`src/rtl/uart_reg_loader_pkg.sv`:
```
// Shared definitions for the UART register loader.
//   - calc_div / calc_timeout_ticks: derive prescaler divide and timeout
//     length from the module parameters.
//   - rx_state_t: receiver FSM states.
//   - Nibble field positions inside a received command byte.
`timescale 1ns/1ps
package uart_reg_pkg;

    typedef enum logic [2:0] {
        RX_IDLE,
        RX_START,
        RX_DATA,
        RX_STOP,
        RX_WAIT_HIGH
    } rx_state_t;

    // Command byte layout: {nibble_addr[3:0], nibble_data[3:0]}.
    // nibble_addr[3:1] selects the register, nibble_addr[0] selects hi/lo.
    localparam int unsigned NIB_ADDR_MSB = 7;
    localparam int unsigned NIB_ADDR_LSB = 4;
    localparam int unsigned NIB_DATA_MSB = 3;
    localparam int unsigned NIB_DATA_LSB = 0;

    // Clocks per oversample tick, truncated; never allowed to reach zero.
    function automatic int unsigned calc_div(input int unsigned clk_hz,
                                             input int unsigned baud,
                                             input int unsigned os);
        int unsigned d;
        d = clk_hz / (baud * os);
        return (d == 0) ? 1 : d;
    endfunction

    function automatic int unsigned calc_timeout_ticks(input int unsigned bits,
                                                       input int unsigned os);
        return bits * os;
    endfunction

endpackage

```
`src/rtl/uart_reg_loader_if.sv`:
```
// Board-side bundle of the UART register loader.
//   rx         : serial input, idle high (driven by the board / master)
//   regs       : flattened register file, reg i = regs[8*i+7:8*i]
//   wr_stb     : one-cycle pulse on the cycle reg i is updated
//   byte_valid : one-cycle pulse, byte_data holds a good byte
//   byte_data  : last good received byte
//   frame_err  : one-cycle pulse, stop bit sampled low
`timescale 1ns/1ps
interface uart_reg_loader_if #(
    parameter int unsigned NUM_REGS = 8
);
    logic                  rx;
    logic [NUM_REGS*8-1:0] regs;
    logic [NUM_REGS-1:0]   wr_stb;
    logic                  byte_valid;
    logic [7:0]            byte_data;
    logic                  frame_err;

    modport master (
        output rx,
        input  regs, wr_stb, byte_valid, byte_data, frame_err
    );

    modport slave (
        input  rx,
        output regs, wr_stb, byte_valid, byte_data, frame_err
    );
endinterface

```
`src/rtl/uart_reg_loader_rx.sv`:
```
// 8N1 oversampling UART receiver.
//   clk, rst_n   : system clock, async active-low reset
//   rx_i         : asynchronous serial input (synchronised here)
//   tick_o       : oversample tick, also used by the loader's timeout
//   byte_valid_o : one-cycle pulse with byte_data_o holding the byte
//   byte_data_o  : last good byte
//   frame_err_o  : one-cycle pulse when the stop bit is sampled low
`timescale 1ns/1ps
module uart_rx_os
    import uart_reg_pkg::*;
#(
    parameter int unsigned CLK_HZ     = 12_000_000,
    parameter int unsigned BAUD       = 9600,
    parameter int unsigned OVERSAMPLE = 16
) (
    input  logic       clk,
    input  logic       rst_n,
    input  logic       rx_i,
    output logic       tick_o,
    output logic       byte_valid_o,
    output logic [7:0] byte_data_o,
    output logic       frame_err_o
);
    localparam int unsigned DIV   = calc_div(CLK_HZ, BAUD, OVERSAMPLE);
    localparam int unsigned DIV_W = (DIV > 1) ? $clog2(DIV) : 1;
    localparam int unsigned OS_W  = $clog2(OVERSAMPLE);
    localparam logic [DIV_W-1:0] DIV_LAST  = DIV_W'(DIV - 1);
    localparam logic [OS_W-1:0]  OS_LAST   = OS_W'(OVERSAMPLE - 1);
    localparam logic [OS_W-1:0]  HALF_LAST = OS_W'(OVERSAMPLE / 2 - 1);

    logic             rx_meta_q, rx_sync_q, rx_prev_q;
    rx_state_t        state_q;
    logic [DIV_W-1:0] div_q;
    logic [OS_W-1:0]  os_q;
    logic [2:0]       bit_q;
    logic [7:0]       shift_q;
    logic             byte_valid_q;
    logic [7:0]       byte_data_q;
    logic             frame_err_q;
    logic             tick;
    logic             start_edge;

    assign tick       = (div_q == DIV_LAST);
    assign start_edge = (state_q == RX_IDLE) && rx_prev_q && !rx_sync_q;

    always_ff @(posedge clk or negedge rst_n) begin
        if (!rst_n) begin
            rx_meta_q    <= 1'b1;
            rx_sync_q    <= 1'b1;
            rx_prev_q    <= 1'b1;
            state_q      <= RX_IDLE;
            div_q        <= '0;
            os_q         <= '0;
            bit_q        <= '0;
            shift_q      <= '0;
            byte_valid_q <= 1'b0;
            byte_data_q  <= '0;
            frame_err_q  <= 1'b0;
        end else begin
            rx_meta_q    <= rx_i;
            rx_sync_q    <= rx_meta_q;
            rx_prev_q    <= rx_sync_q;
            byte_valid_q <= 1'b0;
            frame_err_q  <= 1'b0;

            // Free-running so the timeout sees ticks while idle; realigned
            // to each start edge so samples land mid-bit.
            if (tick || start_edge) div_q <= '0;
            else                    div_q <= div_q + DIV_W'(1);

            case (state_q)
                RX_IDLE: begin
                    if (start_edge) begin
                        state_q <= RX_START;
                        os_q    <= '0;
                    end
                end
                RX_START: begin
                    if (tick) begin
                        if (os_q == HALF_LAST) begin
                            os_q    <= '0;
                            bit_q   <= '0;
                            state_q <= rx_sync_q ? RX_IDLE : RX_DATA;
                        end else begin
                            os_q <= os_q + OS_W'(1);
                        end
                    end
                end
                RX_DATA: begin
                    if (tick) begin
                        if (os_q == OS_LAST) begin
                            os_q    <= '0;
                            shift_q <= {rx_sync_q, shift_q[7:1]};
                            if (bit_q == 3'd7) state_q <= RX_STOP;
                            else               bit_q   <= bit_q + 3'd1;
                        end else begin
                            os_q <= os_q + OS_W'(1);
                        end
                    end
                end
                RX_STOP: begin
                    if (tick) begin
                        if (os_q == OS_LAST) begin
                            os_q <= '0;
                            if (rx_sync_q) begin
                                byte_data_q  <= shift_q;
                                byte_valid_q <= 1'b1;
                                state_q      <= RX_IDLE;
                            end else begin
                                frame_err_q <= 1'b1;
                                state_q     <= RX_WAIT_HIGH;
                            end
                        end else begin
                            os_q <= os_q + OS_W'(1);
                        end
                    end
                end
                RX_WAIT_HIGH: begin
                    if (rx_sync_q) state_q <= RX_IDLE;
                end
                default: state_q <= RX_IDLE;
            endcase
        end
    end

    assign tick_o       = tick;
    assign byte_valid_o = byte_valid_q;
    assign byte_data_o  = byte_data_q;
    assign frame_err_o  = frame_err_q;

endmodule

```
`src/rtl/uart_reg_loader.sv`:
```
// UART-to-register loader: receives nibble-write bytes and assembles them
// into an 8-bit register file.
//   clk, rst_n : system clock, async active-low reset
//   bus        : slave side of uart_reg_loader_if (rx in; regs, wr_stb,
//                byte_valid, byte_data, frame_err out)
`timescale 1ns/1ps
module uart_reg_loader
    import uart_reg_pkg::*;
#(
    parameter int unsigned CLK_HZ       = 12_000_000,
    parameter int unsigned BAUD         = 9600,
    parameter int unsigned OVERSAMPLE   = 16,
    parameter int unsigned NUM_REGS     = 8,
    parameter int unsigned TIMEOUT_BITS = 20
) (
    input  logic             clk,
    input  logic             rst_n,
    uart_reg_loader_if.slave bus
);
    localparam int unsigned TIMEOUT_TICKS = calc_timeout_ticks(TIMEOUT_BITS, OVERSAMPLE);
    localparam int unsigned TO_W          = $clog2(TIMEOUT_TICKS + 1);
    localparam logic [TO_W-1:0] TO_LAST   = TO_W'(TIMEOUT_TICKS - 1);

    logic                tick;
    logic                rx_valid;
    logic [7:0]          rx_byte;
    logic                rx_ferr;

    logic [7:0]          regs_q [NUM_REGS];
    logic [NUM_REGS-1:0] wr_stb_q;
    logic [3:0]          staged_lo_q;
    logic [2:0]          staged_idx_q;
    logic                staged_valid_q;
    logic [TO_W-1:0]     to_q;

    logic [3:0]          addr;
    logic [3:0]          nib;
    logic [2:0]          idx;
    logic                idx_ok;

    uart_rx_os #(
        .CLK_HZ     (CLK_HZ),
        .BAUD       (BAUD),
        .OVERSAMPLE (OVERSAMPLE)
    ) u_rx (
        .clk          (clk),
        .rst_n        (rst_n),
        .rx_i         (bus.rx),
        .tick_o       (tick),
        .byte_valid_o (rx_valid),
        .byte_data_o  (rx_byte),
        .frame_err_o  (rx_ferr)
    );

    assign addr   = rx_byte[NIB_ADDR_MSB:NIB_ADDR_LSB];
    assign nib    = rx_byte[NIB_DATA_MSB:NIB_DATA_LSB];
    assign idx    = addr[3:1];
    assign idx_ok = (32'(idx) < NUM_REGS);

    always_ff @(posedge clk or negedge rst_n) begin
        if (!rst_n) begin
            regs_q         <= '{default: '0};
            wr_stb_q       <= '0;
            staged_lo_q    <= '0;
            staged_idx_q   <= '0;
            staged_valid_q <= 1'b0;
            to_q           <= '0;
        end else begin
            wr_stb_q <= '0;
            // A byte takes priority over a coincident timeout expiry.
            if (rx_valid) begin
                to_q <= '0;
                if (idx_ok) begin
                    if (!addr[0]) begin
                        staged_lo_q    <= nib;
                        staged_idx_q   <= idx;
                        staged_valid_q <= 1'b1;
                    end else begin
                        staged_valid_q <= 1'b0;
                        if (staged_valid_q && (staged_idx_q == idx)) begin
                            for (int unsigned i = 0; i < NUM_REGS; i++) begin
                                if (i == 32'(idx)) begin
                                    regs_q[i]   <= {nib, staged_lo_q};
                                    wr_stb_q[i] <= 1'b1;
                                end
                            end
                        end
                    end
                end
            end else if (rx_ferr) begin
                staged_valid_q <= 1'b0;
            end else if (!staged_valid_q) begin
                to_q <= '0;
            end else if (tick) begin
                if (to_q == TO_LAST) begin
                    staged_valid_q <= 1'b0;
                    to_q           <= '0;
                end else begin
                    to_q <= to_q + TO_W'(1);
                end
            end
        end
    end

    for (genvar g = 0; g < NUM_REGS; g++) begin : g_flat
        assign bus.regs[8*g +: 8] = regs_q[g];
    end

    assign bus.wr_stb     = wr_stb_q;
    assign bus.byte_valid = rx_valid;
    assign bus.byte_data  = rx_byte;
    assign bus.frame_err  = rx_ferr;

endmodule

```
`src/flat_wrapper.sv`:
```
// flat-port wrapper written by rule: the top's interface ports become plain ports
module uart_reg_loader_flat import uart_reg_pkg::*;
#(
    parameter int unsigned CLK_HZ       = 12_000_000,
    parameter int unsigned BAUD         = 9600,
    parameter int unsigned OVERSAMPLE   = 16,
    parameter int unsigned NUM_REGS     = 8,
    parameter int unsigned TIMEOUT_BITS = 20
)
  (clk, rst_n, bus_rx, bus_regs, bus_wr_stb, bus_byte_valid, bus_byte_data, bus_frame_err);
  uart_reg_loader_if #(.NUM_REGS(NUM_REGS)) bus_i ();
  input  logic clk;
  input  logic rst_n;
  input wire logic [$bits(bus_i.rx)-1:0] bus_rx;
  output wire logic [$bits(bus_i.regs)-1:0] bus_regs;
  output wire logic [$bits(bus_i.wr_stb)-1:0] bus_wr_stb;
  output wire logic [$bits(bus_i.byte_valid)-1:0] bus_byte_valid;
  output wire logic [$bits(bus_i.byte_data)-1:0] bus_byte_data;
  output wire logic [$bits(bus_i.frame_err)-1:0] bus_frame_err;
  assign bus_i.rx = bus_rx;
  assign bus_regs = bus_i.regs;
  assign bus_wr_stb = bus_i.wr_stb;
  assign bus_byte_valid = bus_i.byte_valid;
  assign bus_byte_data = bus_i.byte_data;
  assign bus_frame_err = bus_i.frame_err;
  uart_reg_loader #(.CLK_HZ(CLK_HZ), .BAUD(BAUD), .OVERSAMPLE(OVERSAMPLE), .NUM_REGS(NUM_REGS), .TIMEOUT_BITS(TIMEOUT_BITS)) u_core (.clk(clk), .rst_n(rst_n), .bus(bus_i));
endmodule
```
`config.mk`:
```
export PLATFORM = sky130hd
export DESIGN_NAME = uart_reg_loader_flat
export DESIGN_NICKNAME = d
export VERILOG_FILES = /design/src/rtl/uart_reg_loader_pkg.sv /design/src/rtl/uart_reg_loader_if.sv /design/src/rtl/uart_reg_loader_rx.sv /design/src/rtl/uart_reg_loader.sv /design/src/flat_wrapper.sv
export SDC_FILE = /design/constraint.sdc
export NUM_CORES = 1
export LEC_CHECK = 0
export BUFFER_PORTS_ARGS = -buffer_cell sky130_fd_sc_hd__buf_2
export CAP_MARGIN = 10
export CORE_UTILIZATION = 55
export DETAILED_ROUTE_END_ITERATION = 8
export PLACE_DENSITY = 0.78
export SLEW_MARGIN = 20
export SYNTH_ARGS = -nofsm -noshare
export SYNTH_HDL_FRONTEND = slang
export SYNTH_SLANG_ARGS = --single-unit
```
`constraint.sdc`:
```
create_clock -name clk -period 2.5 [get_ports clk]
set_input_delay 0.5 -clock clk [delete_from_list [all_inputs] [get_ports clk]]
set_output_delay 0.5 -clock clk [all_outputs]
set_load 0.02 [all_outputs]
```
==> reports/results.ini, run 1 <==
[place]
numPortBuffers = 84
dp_hpwl_um = 7210
dp_cells = 593
global_placement_routability_congestion = 0.845
placedInstanceArea_sq_mm = 0.00586
dp_slack_ps = 367

[critical_path]
timing.critical_path.arrival_ps = 2530
critPathRequiredTime_ps = 2890
type_of_origin_of_the_critical_path = flop
critical_path_peak_fanout = 8
cp_class = reg2reg
critical_path.endpoint_type = flop
timing.reg2reg.worst_path_depth = 6

[pwr]
worst_ir_drop_vdd_mv = 0.399
pwr_cell_area_mw_per_mm2 = 737
leakage_nw = 3.34

[logic_synthesis]
synth.largest_area_cell = dfrtp_1
synth-async-reset-ratio_pct = 100
average_size_of_a_mapped_cell_sq_um = 13.6
ffs_latches_synth = 127
seq_area_frac_synth_pct = 60.2
synthesis.instances = 390
synth_cell_types = 52
synth_top_area_share_pct = 58.7
synth_area_leaders = dfrtp_1, mux2_2, dfstp_2
postSynthNetCount = 399
synth_edf_count = 0
synth-main-ff-cell = dfrtp_1
netlist_area_sq_mm = 0.00529
yosysWarningCount = 0

[timing]
fin_worst_skew_ps = 10.4
timing_worst_slew_pin_value_ps = 765
post-route-period-util_pct = 85.7
timing.final.hold_violations = 0
final.setup.tns_ps = 0
rsz0062_at_grt = false
max_freq_mhz = 467
period_minus_slack_ps = 2140
setup_viol = 0
max_slew_headroom_pct = 48.8
timing_max_transition_violations_final = 0
postLayoutSetupSlackWorst_ps = 358

[clocking]
clock_tree_from_tritoncts = done
clock_tree.htree_level_count = 4
clk_latency_ps = 510
clockRootBuffer = clkbuf_8
post_cts_resize_count = 0
cts.repair_timing.setup_buffer_count = 0
cts_buffers = 17
path_clk_slew_ps = 60
cts_hold_buf = 0
clock_sink_count = 127
clock_tree.buffer_depth = 2

[finish]
final_layout_size_suffix_gt1_share_pct = 44.4
synthToLayoutAreaGrowth_pct = 21.2
antenna-diode-count = 0
final_cell_mix = dfrtp_1, mux2_2, buf_2
fillerInstances = 641
final_cell_area_sq_mm = 0.00641
fin_nets = 492
final-seq-area_sq_mm = 0.00318
multi_input_area_sq_mm = 0.00200
fin_cells = 625
layout.cells.most_common = dfrtp_1

[grt]
first_pass_grt_wire_length_um = 17700
grt_pass1_vias = 3525
groute.usage.overall_pct = 23.4
grt_max_degree = 53
number_of_antenna_violations_at_the_first_check_in_global_routing = 0
globalRoute.totalOverflow = 0

[worst_hold_path]
worst_min_delay_path_category = in2async

[drt]
num_vias = 3435
routed_vias_inst = 5.50
detail_route.first_pass.iterations = 4
drcViolationCount = 0
drt_first_iter_violations = 139
routedWlPerCell_um = 17.1
postRouteWirelength_um = 10700
ant_nets = 0

[die]
total_number_of_placement_rows = 35
fp.dieH_um = 100
floorplan.initialDensity_pct = 57.0
io_pins = 85
core_box_area_sq_mm = 0.00928
fp.dieArea_sq_mm = 0.0100
fp.dieW_um = 100

[outcome]
outcome = completed

[flow_run]
drv_cap = 0

cell families (layout without fill, tap and decap cells):
family	after synthesis	after routing	synth area share, %
DFF	127	127	60.2
and+or+nand+nor	96	96	11.2
muxes	92	92	19.5
buffers and inverters	26	132	1.96
xor gates and xnor gates	6	6	0.994
adders and majority gates	6	6	1.42
AOI/OAI and AO/OA	37	37	4.71
final timing paths:
check / slack (ps) / start / end
setup / recovery: 360 / u_core.u_rx.div_q[1]$_DFF_PN0_ / u_core.u_rx.shift_q[3]$_DFFE_PN0P_
hold / removal: 1 / rst_n / u_core.bus.regs[3]$_DFFE_PN0P_
setup reg to reg: 360 / u_core.u_rx.div_q[1]$_DFF_PN0_ / u_core.u_rx.shift_q[3]$_DFFE_PN0P_
hold reg to reg: 360 / u_core.u_rx.rx_meta_q$_DFF_PN1_ / u_core.u_rx.rx_sync_q$_DFF_PN1_
max in group asynchronous: 1680 / rst_n / u_core.bus.regs[55]$_DFFE_PN0P_
min in group clk: 90 / bus_rx / u_core.u_rx.rx_meta_q$_DFF_PN1_
routing by layer:
layer  GRT usage [%]  share of wire, %  vias up
li1                -                 -     1594
met1            30.8                45     1741
met2            37.7                49       88
met3            6.27               4.5       12
met4            8.47              0.97        0
met5               0                 0        -
report_power, final:
part           switching [W]  internal [W]  leakage [nW]
combinational       0.000143     0.0000945          1.33
sequential         0.0000681       0.00213          1.74
clock               0.000851       0.00144         0.269
cells in the mapped netlist, types with 3 or more instances:
cell,instances
nand4_1,6
clkbuf_1,5
xor2_1,4
or3_1,5
a211oi_1,5
mux2_2,89
dfrtp_1,124
buf_1,4
mux2i_1,3
dfstp_2,3
nor2b_1,4
nor2_1,19
a21oi_1,5
ha_1,6
buf_2,5
nand2_1,20
nand3_1,9
inv_1,12
nand2b_1,4
or4_1,4
a31oi_1,5
o21ai_0,9
state kept, by name, summed over array words and instances, names as in the netlist, 3 cells and up:
signal,count
u_core.bus.regs,64
u_core.to_q,9
u_core.bus.wr_stb,8
u_core.u_rx.byte_data_o,8
u_core.u_rx.shift_q,8
u_core.u_rx.div_q,7
u_core.staged_lo_q,4
u_core.u_rx.os_q,4
u_core.staged_idx_q,3
u_core.u_rx.bit_q,3
u_core.u_rx.state_q,3
worst max-delay path: stages, from the launching register on:
cell and delay, ps:
dfrtp_1 410, inv_1 70, ha_1 150, and4bb_1 290, nand3_1 260, nor3_4 460, mux2_2 390
area by class of cell:
type / count / area share [%]
clock buffer: 22 / 6.91
sequential: 127 / 49.6
multi-input combinational: 237 / 31.2
tap: 129 / 2.52
timing repair buffer: 88 / 7.26
clock inverter: 10 / 1.76
inverter: 12 / 0.703
stage by stage:
step	power (W)	utilization [%]	hold WS (ps)
after floorplan	0.00238	-	204
after CTS	0.00475	69.1	11.8
after global placement	0.00246	63.1	348
after detailed placement	0.00247	63.1	349
after global routing	0.00491	69.1	23.4
final	0.00472	69.1	1.34
Power figures use the tool's default switching activity.
==> inputs of run 2 (changes only) <==
--- a/config.mk
+++ b/config.mk
@@ -7,9 +7,8 @@
 export LEC_CHECK = 0
 export BUFFER_PORTS_ARGS = -buffer_cell sky130_fd_sc_hd__buf_2
 export CAP_MARGIN = 10
-export CORE_UTILIZATION = 55
+export CORE_UTILIZATION = 35
 export DETAILED_ROUTE_END_ITERATION = 8
-export PLACE_DENSITY = 0.78
 export SLEW_MARGIN = 20
 export SYNTH_ARGS = -nofsm -noshare
 export SYNTH_HDL_FRONTEND = slang
==> reports/results.ini, run 2 (synthesized netlist as in run 1, its figures left out) <==
[outcome]
outcome = complete, but fails checks
violations_in_the_final_reports = DRC

[grt]
groute.usage.overall_pct = 15.0
groute.layer.met3.usage_pct = 4.68
grt_max_degree = 128
grt_pass1_vias = 3457
number_of_antenna_violations_at_the_first_check_in_global_routing = 0
highest_utilization_routing_layer_at_the_global_route_stage = met2
m1_gr_usage_pct = 19.7
globalRoute.totalOverflow = 0
first_pass_grt_wire_length_um = 18200
grt_util_met2_pct = 23.9

[critical_path]
type_of_origin_of_the_critical_path = flop
reg2reg_from = u_core.u_rx.div_q[1]$_DFF_PN0_
timing.critical_path.arrival_ps = 2460
critical_path.endpoint_type = flop
regToRegEndpoint = u_core.to_q[8]$_DFFE_PN0P_
critical_path.cell_chain = inv_1 -> ha_1 -> and4bb_1 -> a31oi_1 -> or4_1 -> a211oi_1
timing.reg2reg.worst_path_depth = 6
critPathRequiredTime_ps = 2800
rrSetupSlack_ps = 350
crit_path_top_delay_cell = or4_1
maximum_cell_stage_delay_along_the_critical_path_ps = 550
cp_class = reg2reg
critical_path_peak_fanout = 12

[drt]
postRouteWirelength_um = 10900
routedWlPerCell_um = 16.0
drcViolationCount = 26
detail_route.first_pass.iterations = 6
num_vias = 3432
drt_first_iter_violations = 157
ant_nets = 0
routed_vias_inst = 5.04

[worst_hold_path]
worst_min_delay_path_category = in2reg
timing.hold.worst_endpoint = u_core.u_rx.rx_meta_q$_DFF_PN1_
hold_path_startpoint = bus_rx
hold_path_cells = 1

[finish]
final_cell_mix = dfrtp_1, mux2_2, buf_2
final_layout_size_suffix_gt1_share_pct = 44.9
multi_input_area_sq_mm = 0.00200
synthToLayoutAreaGrowth_pct = 24.1
fin_nets = 493
layout.cells.most_common = dfrtp_1
fin_cells = 681
fillerInstances = 1332
final-seq-area_sq_mm = 0.00318
antenna-diode-count = 0
largest_reg_flops = 64

[die]
io_pins = 85
total_number_of_placement_rows = 44
fp.dieW_um = 125
fp.dieArea_sq_mm = 0.0156
fp.dieH_um = 125
core_box_area_sq_mm = 0.0146
floorplan.initialDensity_pct = 36.1

[timing]
timing_max_transition_violations_final = 0
timing.final.hold_violations = 0
fin_worst_skew_ps = 7.06
max_freq_mhz = 464
max_slew_headroom_pct = 50.5
period_minus_slack_ps = 2150
timing_worst_slew_pin_value_ps = 739
final.setup.tns_ps = 0
setup_viol = 0
post-route-period-util_pct = 86.1
rsz0062_at_grt = false

[clocking]
clock_tree_from_tritoncts = done
clockRootBuffer = clkbuf_16
post_cts_resize_count = 0
cts_buffers = 17
clock_sink_count = 127
cts.repair_timing.setup_buffer_count = 0
path_clk_slew_ps = 50
cts_hold_buf = 0
clk_latency_ps = 410
clock_tree.buffer_depth = 2
clock_tree.htree_level_count = 4

[place]
global_placement_routability_congestion = 0.766
numPortBuffers = 84
dp_hpwl_um = 7400
dp_cells = 649

[pwr]
pwr_cell_area_mw_per_mm2 = 769
worst_ir_drop_vdd_mv = 0.541
leakage_nw = 3.38

[flow_run]
drv_cap = 0

==> run 2: power by group <==
group	leakage [nW]	switching [W]	internal, W
Combinational	1.34	0.000149	0.0000938
Sequential	1.74	0.0000692	0.00213
Clock	0.301	0.000904	0.00170
==> run 2: metal layers <==
layer	wire length (um)	up-vias
li1	-	1604
met1	4990	1737
met2	5240	81
met3	559	10
met4	103	0
met5	0	-
==> run 2: critical path, delay by kind of cell, from the launching register on <==
kind                       cells  cell delay [ps]
DFF                            1              410
AOI/OAI and AO/OA              2              570
adders and majority gates      1              140
buffers and inverters          1               70
and+or+nand+nor                2              840
==> run 2: worst max-delay path by stage <==
stage | start | to | slack, ps | depth (start not counted)
finish | u_core.u_rx.div_q[1]$_DFF_PN0_ | u_core.to_q[8]$_DFFE_PN0P_ | 350 | 6
global route | u_core.u_rx.div_q[1]$_DFF_PN0_ | u_core.u_rx.byte_data_o[7]$_DFFE_PN0P_ | 150 | 6
CTS | u_core.u_rx.div_q[1]$_DFF_PN0_ | u_core.to_q[8]$_DFFE_PN0P_ | 330 | 6
detailed placement | u_core.u_rx.div_q[1]$_DFF_PN0_ | u_core.u_rx.byte_data_o[7]$_DFFE_PN0P_ | 360 | 6
global placement | u_core.u_rx.div_q[1]$_DFF_PN0_ | u_core.u_rx.shift_q[1]$_DFFE_PN0P_ | 430 | 6
floorplan | u_core.u_rx.div_q[1]$_DFF_PN0_ | u_core.u_rx.shift_q[0]$_DFFE_PN0P_ | 580 | 6
==> run 2: metrics by stage <==
step | utilization, % | total power [W] | hold slack (ps) | area, sq um | setup slack [ps]
5_1_grt | 44.8 | 0.00525 | 174 | 6560 | 147
3_3_place_gp | 40.5 | 0.00246 | 347 | 5930 | 431
6_report | 44.8 | 0.00505 | 191 | 6560 | 347
3_5_place_dp | 40.5 | 0.00248 | 351 | 5930 | 357
4_1_cts | 44.8 | 0.00511 | 172 | 6560 | 334
2_1_floorplan | - | 0.00238 | 204 | 5290 | 578
==> run 2: layout make-up <==
class                   instances  share of cell area (%)
repair buffers                 89                    7.21
clock buffers                  20                    6.81
clock inverters                12                    2.80
flip-flops and latches        127                    48.5
multi-input cells             237                    30.5
inverters                      12                   0.686
well taps                     184                    3.51
